--- src/rtl/log2_range_norm.sv ---
// rtl/log2_range_norm.sv - two-stage leading-one range reduction feeding the log2 core (optional LOG2_RANGE_NORM_ROUND_EN)
module log2_range_norm #(
    parameter int IN_W  = 24,
    parameter int EXP_W = $clog2(IN_W + 1)
) (
    input  logic             i_CLK,
    input  logic             i_RSTn,
    input  logic             i_VALID,
    input  logic             i_DATA_VALID,
    input  logic [IN_W-1:0]  i_DATA,
    output logic             o_VALID,
    output logic             o_DATA_VALID,
    output logic [10:0]      o_MANT,
    output logic [EXP_W-1:0] o_EXP,
    output logic             o_ZERO
);

    logic [EXP_W-1:0] w_lead;
    logic             w_zero;

    logic             r_s1_valid;
    logic [IN_W-1:0]  r_s1_data;
    logic [EXP_W-1:0] r_s1_e;
    logic             r_s1_zero;

    logic [10:0]      w_shr;
    logic [10:0]      w_shl;
    logic [10:0]      w_mant_t;
    logic [10:0]      w_mant;
    logic [EXP_W-1:0] w_exp;

    logic             r_valid;
    logic [10:0]      r_mant;
    logic [EXP_W-1:0] r_exp;
    logic             r_zero;

    // Later iterations overwrite earlier ones, so the highest set bit wins.
    always_comb begin
        w_lead = '0;
        for (int i = 0; i < IN_W; i++) begin
            if (i_DATA[i]) w_lead = EXP_W'(i);
        end
        w_zero = (i_DATA == '0);
    end

    always_ff @(posedge i_CLK or negedge i_RSTn) begin
        if (!i_RSTn) begin
            r_s1_valid <= 1'b0;
            r_s1_data  <= '0;
            r_s1_e     <= '0;
            r_s1_zero  <= 1'b0;
        end else if (i_VALID) begin
            r_s1_valid <= i_DATA_VALID;
            if (i_DATA_VALID) begin
                r_s1_data <= i_DATA;
                r_s1_e    <= w_lead;
                r_s1_zero <= w_zero;
            end
        end
    end

    // Each shift is only selected on the side of e=10 where its amount is non-negative.
    assign w_shr    = 11'(r_s1_data >> (r_s1_e - EXP_W'(10)));
    assign w_shl    = 11'(r_s1_data << (EXP_W'(10) - r_s1_e));
    assign w_mant_t = (r_s1_e >= EXP_W'(10)) ? w_shr : w_shl;

`ifdef LOG2_RANGE_NORM_ROUND_EN
    logic        w_rbit;
    logic [11:0] w_sum;
    assign w_rbit = (r_s1_e > EXP_W'(10)) && 1'(r_s1_data >> (r_s1_e - EXP_W'(11)));
    assign w_sum  = {1'b0, w_mant_t} + {11'd0, w_rbit};

    always_comb begin
        w_mant = w_sum[10:0];
        w_exp  = r_s1_e;
        if (r_s1_zero) begin
            w_mant = 11'h400;
            w_exp  = '0;
        end else if (w_sum[11]) begin
            w_mant = 11'h400;
            w_exp  = r_s1_e + EXP_W'(1);
        end
    end
`else
    always_comb begin
        w_mant = w_mant_t;
        w_exp  = r_s1_e;
        if (r_s1_zero) begin
            w_mant = 11'h400;
            w_exp  = '0;
        end
    end
`endif

    always_ff @(posedge i_CLK or negedge i_RSTn) begin
        if (!i_RSTn) begin
            r_valid <= 1'b0;
            r_mant  <= '0;
            r_exp   <= '0;
            r_zero  <= 1'b0;
        end else if (i_VALID) begin
            r_valid <= r_s1_valid;
            if (r_s1_valid) begin
                r_mant <= w_mant;
                r_exp  <= w_exp;
                r_zero <= r_s1_zero;
            end
        end
    end

    assign o_VALID      = i_VALID;
    assign o_DATA_VALID = r_valid;
    assign o_MANT       = r_mant;
    assign o_EXP        = r_exp;
    assign o_ZERO       = r_zero;

endmodule

--- config.mk ---
export PLATFORM = sky130hd
export DESIGN_NAME = log2_range_norm
export DESIGN_NICKNAME = d
export VERILOG_FILES = /design/src/rtl/log2_range_norm.sv
export SDC_FILE = /design/constraint.sdc
export NUM_CORES = 1
export LEC_CHECK = 0
export CORE_AREA = 8 8 88 98
export CTS_CLUSTER_DIAMETER = 150
export CTS_CLUSTER_SIZE = 24
export DETAILED_ROUTE_END_ITERATION = 6
export DIE_AREA = 0 0 96 106
export PLACE_DENSITY = 0.78
export SLEW_MARGIN = 20
export SYNTH_ARGS = -nofsm -noshare
export SYNTH_HDL_FRONTEND = slang
export SYNTH_SLANG_ARGS = --single-unit
export TNS_END_PERCENT = 30
--- constraint.sdc ---
create_clock -name i_CLK -period 3.4 [get_ports i_CLK]
set_clock_uncertainty 0.2 [all_clocks]
set_input_delay 0.68 -clock i_CLK [delete_from_list [all_inputs] [get_ports i_CLK]]
set_output_delay 0.68 -clock i_CLK [all_outputs]
set_load 0.02 [all_outputs]
==> qor.txt, run 1 <==
Asr flop ratio synth - 100%
TritonRoute pass-1 iters - 6
Flop pwr share - 35.7%
Port Buf Inserts - 46
Mean post-synth cell area - 9.59 sq um
First-pass GRT wire length - 17.2 mm
Final min period - 2.99 ns
Sw Ratio - 38.6%
Reg2reg end - o_MANT[0]
Largest net degree at the start of global routing - 50
Yosys top cell by area - dfrtp_1
Hold Buf Count CTS - 0
Register bit count reported by yosys - 49
Post-CTS setup buffer count - 0
WL/cell - 19.8 microns
Crit-path max FO - 17
Die height - 106 microns
Clock latency on the worst-skew pair - 0.31 ns
Row Count - 33
CTS resizes - 0
Synth area leaders - dfrtp_1 31%, mux2_2 10%, mux2i_1 9.2%
Leakage - 1.88 nW
Final setup TNS - 0 ns
Post-Syn Instances - 407
Top cells by count, synth - 51 x nand2_1, 49 x dfrtp_1, 36 x mux2_2, 36 x mux2i_1, 31 x o21ai_0
Post-synth EDFFs - 0
H-tree level count - 2
Slew Viols, Final - 0
Sequential area share after synthesis - 31.4%
Fraction of layout cells with a size suffix above 1 - 17.6%
Most common cell in the netlist - nand2_1
Final #Nets - 476
Crit path DAT - 2.98 ns
Setup crit end - o_MANT[0]
Drt via density - 6.34
ANT cells - 0
Critical Setup Path Class - flip-flop to flip-flop
Final period utilization - 88.0%
FF-to-FF path depth - 8
RSZ-0062 raised after global routing - false
Initial core utilization - 54.7%
Layout area overhead - 15.2%
Critical register-to-register path startpoint - r_s1_e[1]
Bufs on Longest Clock Path - 2
Drt first-iter violations - 275
Place WS - 0.468 ns
Initial antenna violation count - 0
Power Density - 494 mW/mm^2
CTS clk-pin slew, worst paths - 0.10 ns
Io pins - 47
Synth top area share - 31.4%
Clock root buffer - clkbuf_8
P_int - 0.00137 W
Max_slew headroom - 54.6%
Vias in the first global route - 3271
Syn Nets - 440
Worst setup startpoint - r_s1_e[1]
CP Capture Type - flip-flop
Startpoint Class - flip-flop
WP data required - 3.39 ns
Least-Margin Pin Slew - 0.675 ns
Status - finished clean
Max Freq - 334 MHz
Reg-to-reg slack, setup - 0.41 ns
Final hold vios - 0
Synth Warn # - 0
Vias - 3369
Core box area - 0.00714 sq mm
Width of the die - 96 microns
Sequential cell area - 0.00123 sq mm
DRC Markers - 0
Post-Syn Area - 0.00390 sq mm
Die area - 0.0102 sq mm
Multi-input logic area - 0.00248 sq mm
Overflow left after global routing - 0
Global placer's final weighted congestion - 0.947
Hold Worst Slack - 0.183 ns
Yosys cell types - 64
Wirelength, routed - 10.5 mm
DP HPWL - 8.04 mm
Comb pwr share - 47.4%
Clk sinks - 49
CTS tree - done
Final worst slack - 0.409 ns
Sw power - 0.000857 W
Top FF cell, synth - dfrtp_1
Post-route ant nets - 0
Fill cells - 612
Endpoints failing setup - 0
HP Class - input pin to asynchronous set/reset pin
Gr usage total - 21.2%
Clock share of power - 17.0%
Max-Cap Viols - 0
Max rail drop VDD - 0.000301 V
Total CTS buffers - 5
through the flow:
stage / std cells / util (%) / total power, W / instance area (sq um)
floorplan: 407 / - / 0.00149 / 3900
global placement: 523 / 61.6 / 0.00182 / 4400
detailed placement: 523 / 61.6 / 0.00184 / 4400
CTS: 531 / 62.9 / 0.00222 / 4500
global route: 531 / 63.0 / 0.00234 / 4500
finish: 531 / 63.0 / 0.00222 / 4500
placed cells by master, fill, tap and decap left out, drive strengths merged, types with 9 or more instances in the layout:
| cell type | count |
|---|---|
| a21oi | 18 |
| buf | 11 |
| clkdlybuf4s50 | 45 |
| dfrtp | 49 |
| inv | 12 |
| mux2 | 38 |
| mux2i | 36 |
| mux4 | 14 |
| nand2 | 51 |
| nor2 | 21 |
| o21ai | 32 |
| o31ai | 9 |
metal layers:
| metal | routed length [microns] | vias up | global-route usage (%) |
|---|---|---|---|
| li1 | - | 1579 | - |
| met1 | 4580 | 1639 | 28.2 |
| met2 | 5100 | 133 | 34.6 |
| met3 | 614 | 18 | 2.89 |
| met4 | 200 | 0 | 6.27 |
| met5 | 0 | - | 0 |
worst min path at each step:
stage,startpoint,to,depth (start not counted)
4_1_cts,o_EXP[2],o_EXP[2],2
2_1_floorplan,i_RSTn,o_DATA_VALID,0
5_1_grt,i_RSTn,r_s1_e[2],1
6_report,i_RSTn,o_MANT[8],1
3_5_place_dp,o_EXP[2],o_EXP[2],2
3_3_place_gp,o_EXP[0],o_EXP[0],2
state kept, by name (all words and copies together) (netlist names):
signal        count
r_s1_valid        1
o_EXP             5
o_MANT           11
o_DATA_VALID      1
o_ZERO            1
r_s1_data        24
r_s1_zero         1
r_s1_e            5
power groups by stage:
stage | Sequential, W | Clock, W | Combinational, W
4_1_cts | 0.000788 | 0.000385 | 0.00104
3_3_place_gp | 0.000794 | 0 | 0.00103
6_report | 0.000793 | 0.000377 | 0.00105
2_1_floorplan | 0.000837 | 0 | 0.000650
5_1_grt | 0.000811 | 0.000399 | 0.00113
3_5_place_dp | 0.000801 | 0 | 0.00104
area by class of cell:
class,instances,area share (%)
inverters,13,1.08
multi-input cells,318,55.2
flip-flops and latches,49,27.3
clock buffers,6,1.84
repair buffers,56,11.8
well taps,87,2.42
clock inverters,2,0.306
critical path, stage by stage, from the launching register on:
cell,delay [ns]
dfrtp_1,0.55
inv_1,0.22
ha_1,0.46
buf_4,0.25
inv_1,0.23
nand2b_1,0.09
a31o_2,0.27
a222oi_1,0.46
o21ai_0,0.13
cells by family after synthesis:
kind of cell | Yosys count | share of synthesized area, %
XOR/XNOR | 5 | 1.12
AO/OA/AOI/OAI | 102 | 18.0
adder cells (fa/ha/maj) | 5 | 1.60
multiplexers | 88 | 28.6
buffers and inverters | 40 | 4.94
AND/OR/NAND/NOR | 118 | 14.4
flip-flops | 49 | 31.4
Power figures use the tool's default switching activity.
==> run 2: changes to the inputs <==
Settings changed: CORE_AREA 8 8 88 98 to 2 2 82 92, CTS_CLUSTER_SIZE 24 to 28, DIE_AREA 0 0 96 106 to 0 0 84 94.
==> run 2 against run 1 <==
  * Via count shrank 0.50%
  * Critical endpoint is now o_MANT[2]
  * Register-to-register slack better by 0.06 ns
  * Combinational power is essentially flat
  * Sequential power about the same
  * Wire length is 2.2% lower
==> qor.txt, run 2 (synthesized netlist as in run 1, its figures left out) <==
Status - finished clean
Io pins - 47
DRC Markers - 0
Max-Cap Viols - 0
Hold Buf Count CTS - 0
DP HPWL - 7.89 mm
Vias - 3352
Biggest register - r_s1_data
Clock root buffer - clkbuf_8
Width of the die - 84 microns
WL/cell - 19.5 microns
Layout area overhead - 14.8%
Layout Utilization - 64.7%
Clock latency on the worst-skew pair - 0.31 ns
Clk sinks - 49
Endpoints failing setup - 0
First-pass GRT wire length - 16.9 mm
Row Count - 32
Slew Viols, Final - 0
Met3 wire len - 428 microns
Port Buf Inserts - 46
Startpoint Class - flip-flop
Hold Worst Slack - 0.182 ns
Crit-path max FO - 17
Leakage - 1.86 nW
Critical Setup Path Class - flip-flop to flip-flop
ANT cells - 0
Post-route cell area - 0.00448 sq mm
HP Class - input pin to asynchronous set/reset pin
Final period utilization - 86.4%
Wire length on met2 - 5.01 mm
Critical Path Max Stage Delay - 0.53 ns
CP Capture Type - flip-flop
Power Density - 491 mW/mm^2
Commonest non-fill, non-tap cell in the layout - nand2_1
WP data required - 3.37 ns
Overflow left after global routing - 0
Crit path DAT - 2.91 ns
Global placer's final weighted congestion - 0.965
Final min period - 2.94 ns
Max reg flops - 24
Top delay family on crit path - buffers and inverters
Max_slew headroom - 55.0%
Top Metal Used - met4
Max Freq - 341 MHz
Drt via density - 6.36
RSZ-0062 raised after global routing - false
Least-Margin Pin Slew - 0.669 ns
Core box area - 0.00693 sq mm
Final setup TNS - 0 ns
Post-CTS setup buffer count - 0
Bufs on Longest Clock Path - 2
Fraction of layout cells with a size suffix above 1 - 17.2%
Placed cell areas - 0.00439 sq mm
Most frequent CP cell - inv_1
Reg-to-reg slack, setup - 0.46 ns
CP cell instances - inv_1, ha_1, buf_4, inv_1, mux2_2, a222oi_1, o221ai_1
Drt first-iter violations - 287
Initial core utilization - 56.4%
H-tree level count - 2
Vias in the first global route - 3228
CTS tree - done
Max rail drop VDD - 0.000281 V
Met1 WL - 4.50 mm
Gr usage total - 26.9%
Slowest CP cell - dfrtp_1
CTS resizes - 0
Critical path buffers and inverters - 3
Pwr Total - 0.00220 W
Die height - 94 microns
TritonRoute pass-1 iters - 5
Die area - 0.00790 sq mm
Total CTS buffers - 5
Final hold vios - 0
Initial antenna violation count - 0
Commonest cells after routing, fill and taps aside - 51 x nand2_1, 49 x dfrtp_1, 45 x clkdlybuf4s50_1
CTS clk-pin slew, worst paths - 0.09 ns
Post-route ant nets - 0
Final #Nets - 475
Wirelength, routed - 10.3 mm
Largest net degree at the start of global routing - 50
-- run 2: cell count changes in the layout (fill, tap and decap cells not counted), sizes merged --
cell,before,now
clkinvlp,0,1
clkinv,3,1
buf,11,10
-- run 2: power breakdown --
| part | internal (W) | leakage, nW | switching (W) | total [W] |
|---|---|---|---|---|
| clock network | 0.000161 | 0.0433 | 0.000203 | 0.000365 |
| registers | 0.000685 | 0.588 | 0.000106 | 0.000791 |
| logic | 0.000512 | 1.23 | 0.000534 | 0.00105 |
| total | 0.00136 | 1.86 | 0.000843 | 0.00220 |
-- run 2: worst register-to-register path, stage by stage, from the launching register on --
cell and delay (ns):
dfrtp_1 0.53, inv_1 0.20, ha_1 0.44, buf_4 0.26, inv_1 0.23, mux2_2 0.38, a222oi_1 0.39, o221ai_1 0.17
-- run 2: through the flow --
step | std cells | worst slack [ns]
6_report | 527 | 0.464
5_1_grt | 527 | 0.269
4_1_cts | 527 | 0.520
3_5_place_dp | 520 | 0.529
3_3_place_gp | 520 | 0.618
2_1_floorplan | 407 | 0.431
-- run 2: per-layer routing --
| metal | global-route usage (%) | vias to the layer above |
|---|---|---|
| li1 | - | 1582 |
| met3 | 3.34 | 27 |
| met5 | 0 | - |
| met2 | 44.9 | 125 |
| met1 | 36.1 | 1618 |
| met4 | 10.2 | 0 |
-- run 2: area by class of cell --
type                       instances  area [sq um]
fill                             579          2440
sequential                        49          1230
inverter                          13          48.8
clock inverter                     1          7.51
clock buffer                       6          82.6
multi-input combinational        318          2480
tap                               85           106
timing repair buffer              55           526
-- run 2: final timing paths --
kind,startpoint,end,cells past startpoint
max in group asynchronous,i_RSTn,r_s1_data[0],1
min in group i_CLK,o_MANT[7],o_MANT[7],2
max,r_s1_e[2],o_MANT[2],7
min,i_RSTn,o_EXP[4],1
max reg2reg,r_s1_e[2],o_MANT[2],7
min reg2reg,o_MANT[7],o_MANT[7],2
==> run 3: changes to the inputs <==
Settings changed: PLACE_DENSITY 0.78 to default, PLACE_DENSITY_LB_ADDON from default to 0.05, SLEW_MARGIN 20 to 25.
==> run 3 against run 2 <==
  * Global-route usage rose by 0.26 points
  * Critical path depth increased by 1
  * Via count increased by 0.12%
  * Die area is the same
  * Register-to-register slack about the same
  * Worst hold slack got worse by 0.011 ns
  * Sequential power increased by 0.5%
  * Maximum frequency barely moved
  * Clock power grew 3%
  * Worst setup slack improved by 0.0026 ns
  * Count of clock-buffer cells in the layout down 1
==> qor.txt, run 3 (synthesized netlist as in run 1, its figures left out) <==
Status - finished clean
Initial core utilization - 56.4%
Overflow left after global routing - 0
Post-route ant nets - 0
Hold Worst Slack - 0.171 ns
Layout area overhead - 15.1%
Io pins - 47
Row Count - 32
Wirelength, routed - 10.3 mm
Final setup TNS - 0 ns
Critical register-to-register path startpoint - r_s1_e[1]
Vias in the first global route - 3226
ANT cells - 0
Initial antenna violation count - 0
Max-Cap Viols - 0
Slew Viols, Final - 0
Least-Margin Pin Slew - 0.649 ns
Die height - 94 microns
H-tree level count - 2
Endpoints failing setup - 0
Final #Nets - 476
Crit path DAT - 2.94 ns
DP HPWL - 7.92 mm
Bufs on Longest Clock Path - 2
Final hold vios - 0
Commonest non-fill, non-tap cell in the layout - nand2_1
Gr usage total - 27.2%
Fill cells - 603
Clk sinks - 49
HP Class - input pin to asynchronous set/reset pin
Clock root buffer - clkbuf_8
Critical Setup Path Class - flip-flop to flip-flop
Max Freq - 341 MHz
Biggest register - r_s1_data
Post-CTS setup buffer count - 0
WP data required - 3.41 ns
Final period utilization - 86.3%
Clock latency on the worst-skew pair - 0.31 ns
RSZ-0062 raised after global routing - false
Crit-path max FO - 9
Fraction of layout cells with a size suffix above 1 - 17.6%
Drt via density - 6.34
Core box area - 0.00693 sq mm
Max_slew headroom - 56.8%
Drt first-iter violations - 265
Commonest cells after routing, fill and taps aside - 51 x nand2_1, 49 x dfrtp_1, 45 x clkdlybuf4s50_1
Worst setup startpoint - r_s1_e[1]
CTS clk-pin slew, worst paths - 0.10 ns
CP Capture Type - flip-flop
Port Buf Inserts - 46
CTS tree - done
WL/cell - 19.5 microns
CTS resizes - 0
Pwr Total - 0.00221 W
Width of the die - 84 microns
Power Density - 492 mW/mm^2
Vias - 3356
Leakage - 1.87 nW
First-pass GRT wire length - 16.7 mm
Hold Buf Count CTS - 0
Total CTS buffers - 5
Final min period - 2.93 ns
Global placer's final weighted congestion - 0.948
Max rail drop VDD - 0.000261 V
Max reg flops - 24
Startpoint Class - flip-flop
TritonRoute pass-1 iters - 5
DRC Markers - 0
Largest net degree at the start of global routing - 50
Die area - 0.00790 sq mm
-- run 3: final timing paths --
path / to / slack [ns] / cells after the start
min reg2reg: o_EXP[3] / 0.29 / 2
min in group i_CLK: o_EXP[3] / 0.29 / 2
max reg2reg: o_MANT[3] / 0.47 / 8
max: o_MANT[3] / 0.47 / 8
min: o_EXP[3] / 0.17 / 1
max in group asynchronous: r_s1_data[2] / 2.41 / 1
-- run 3: worst max-delay path, stage by stage (launching register included) --
cell	delay (ns)
dfrtp_1	0.44
inv_1	0.22
ha_1	0.37
xor2_1	0.39
mux4_2	0.38
mux2i_1	0.22
nand2_1	0.08
a221o_1	0.32
a22o_1	0.20
-- run 3: metal layers --
| layer | track usage, % | vias to the layer above | share of wire (%) |
|---|---|---|---|
| met5 | 0 | - | 0 |
| met4 | 13.7 | 0 | 4.2 |
| met3 | 2.99 | 27 | 4.4 |
| met2 | 43.9 | 102 | 46 |
| met1 | 36.6 | 1640 | 45 |
| li1 | - | 1587 | - |
-- run 3: through the flow --
stage | setup WS, ns | instances | instance area, sq um | utilization, %
after floorplan | 0.431 | 407 | 3900 | -
after global placement | 0.573 | 521 | 4400 | 63.5
after detailed placement | 0.522 | 521 | 4400 | 63.5
after CTS | 0.469 | 529 | 4490 | 64.9
after global routing | 0.288 | 529 | 4490 | 64.9
final | 0.466 | 529 | 4490 | 64.9
-- run 3: power by group --
part	switching [W]	internal [W]
Clock	0.000227	0.000150
Combinational	0.000526	0.000512
Sequential	0.000110	0.000685
Total	0.000863	0.00135
-- run 3: final cells by class --
cell class | count | area (sq um) | share of cell area, %
multi-input cells | 318 | 2480 | 55.3
flip-flops and latches | 49 | 1230 | 27.3
repair buffers | 56 | 533 | 11.9
well taps | 85 | 106 | 2.37
clock buffers | 5 | 68.8 | 1.53
inverters | 13 | 48.8 | 1.09
clock inverters | 3 | 26.3 | 0.585
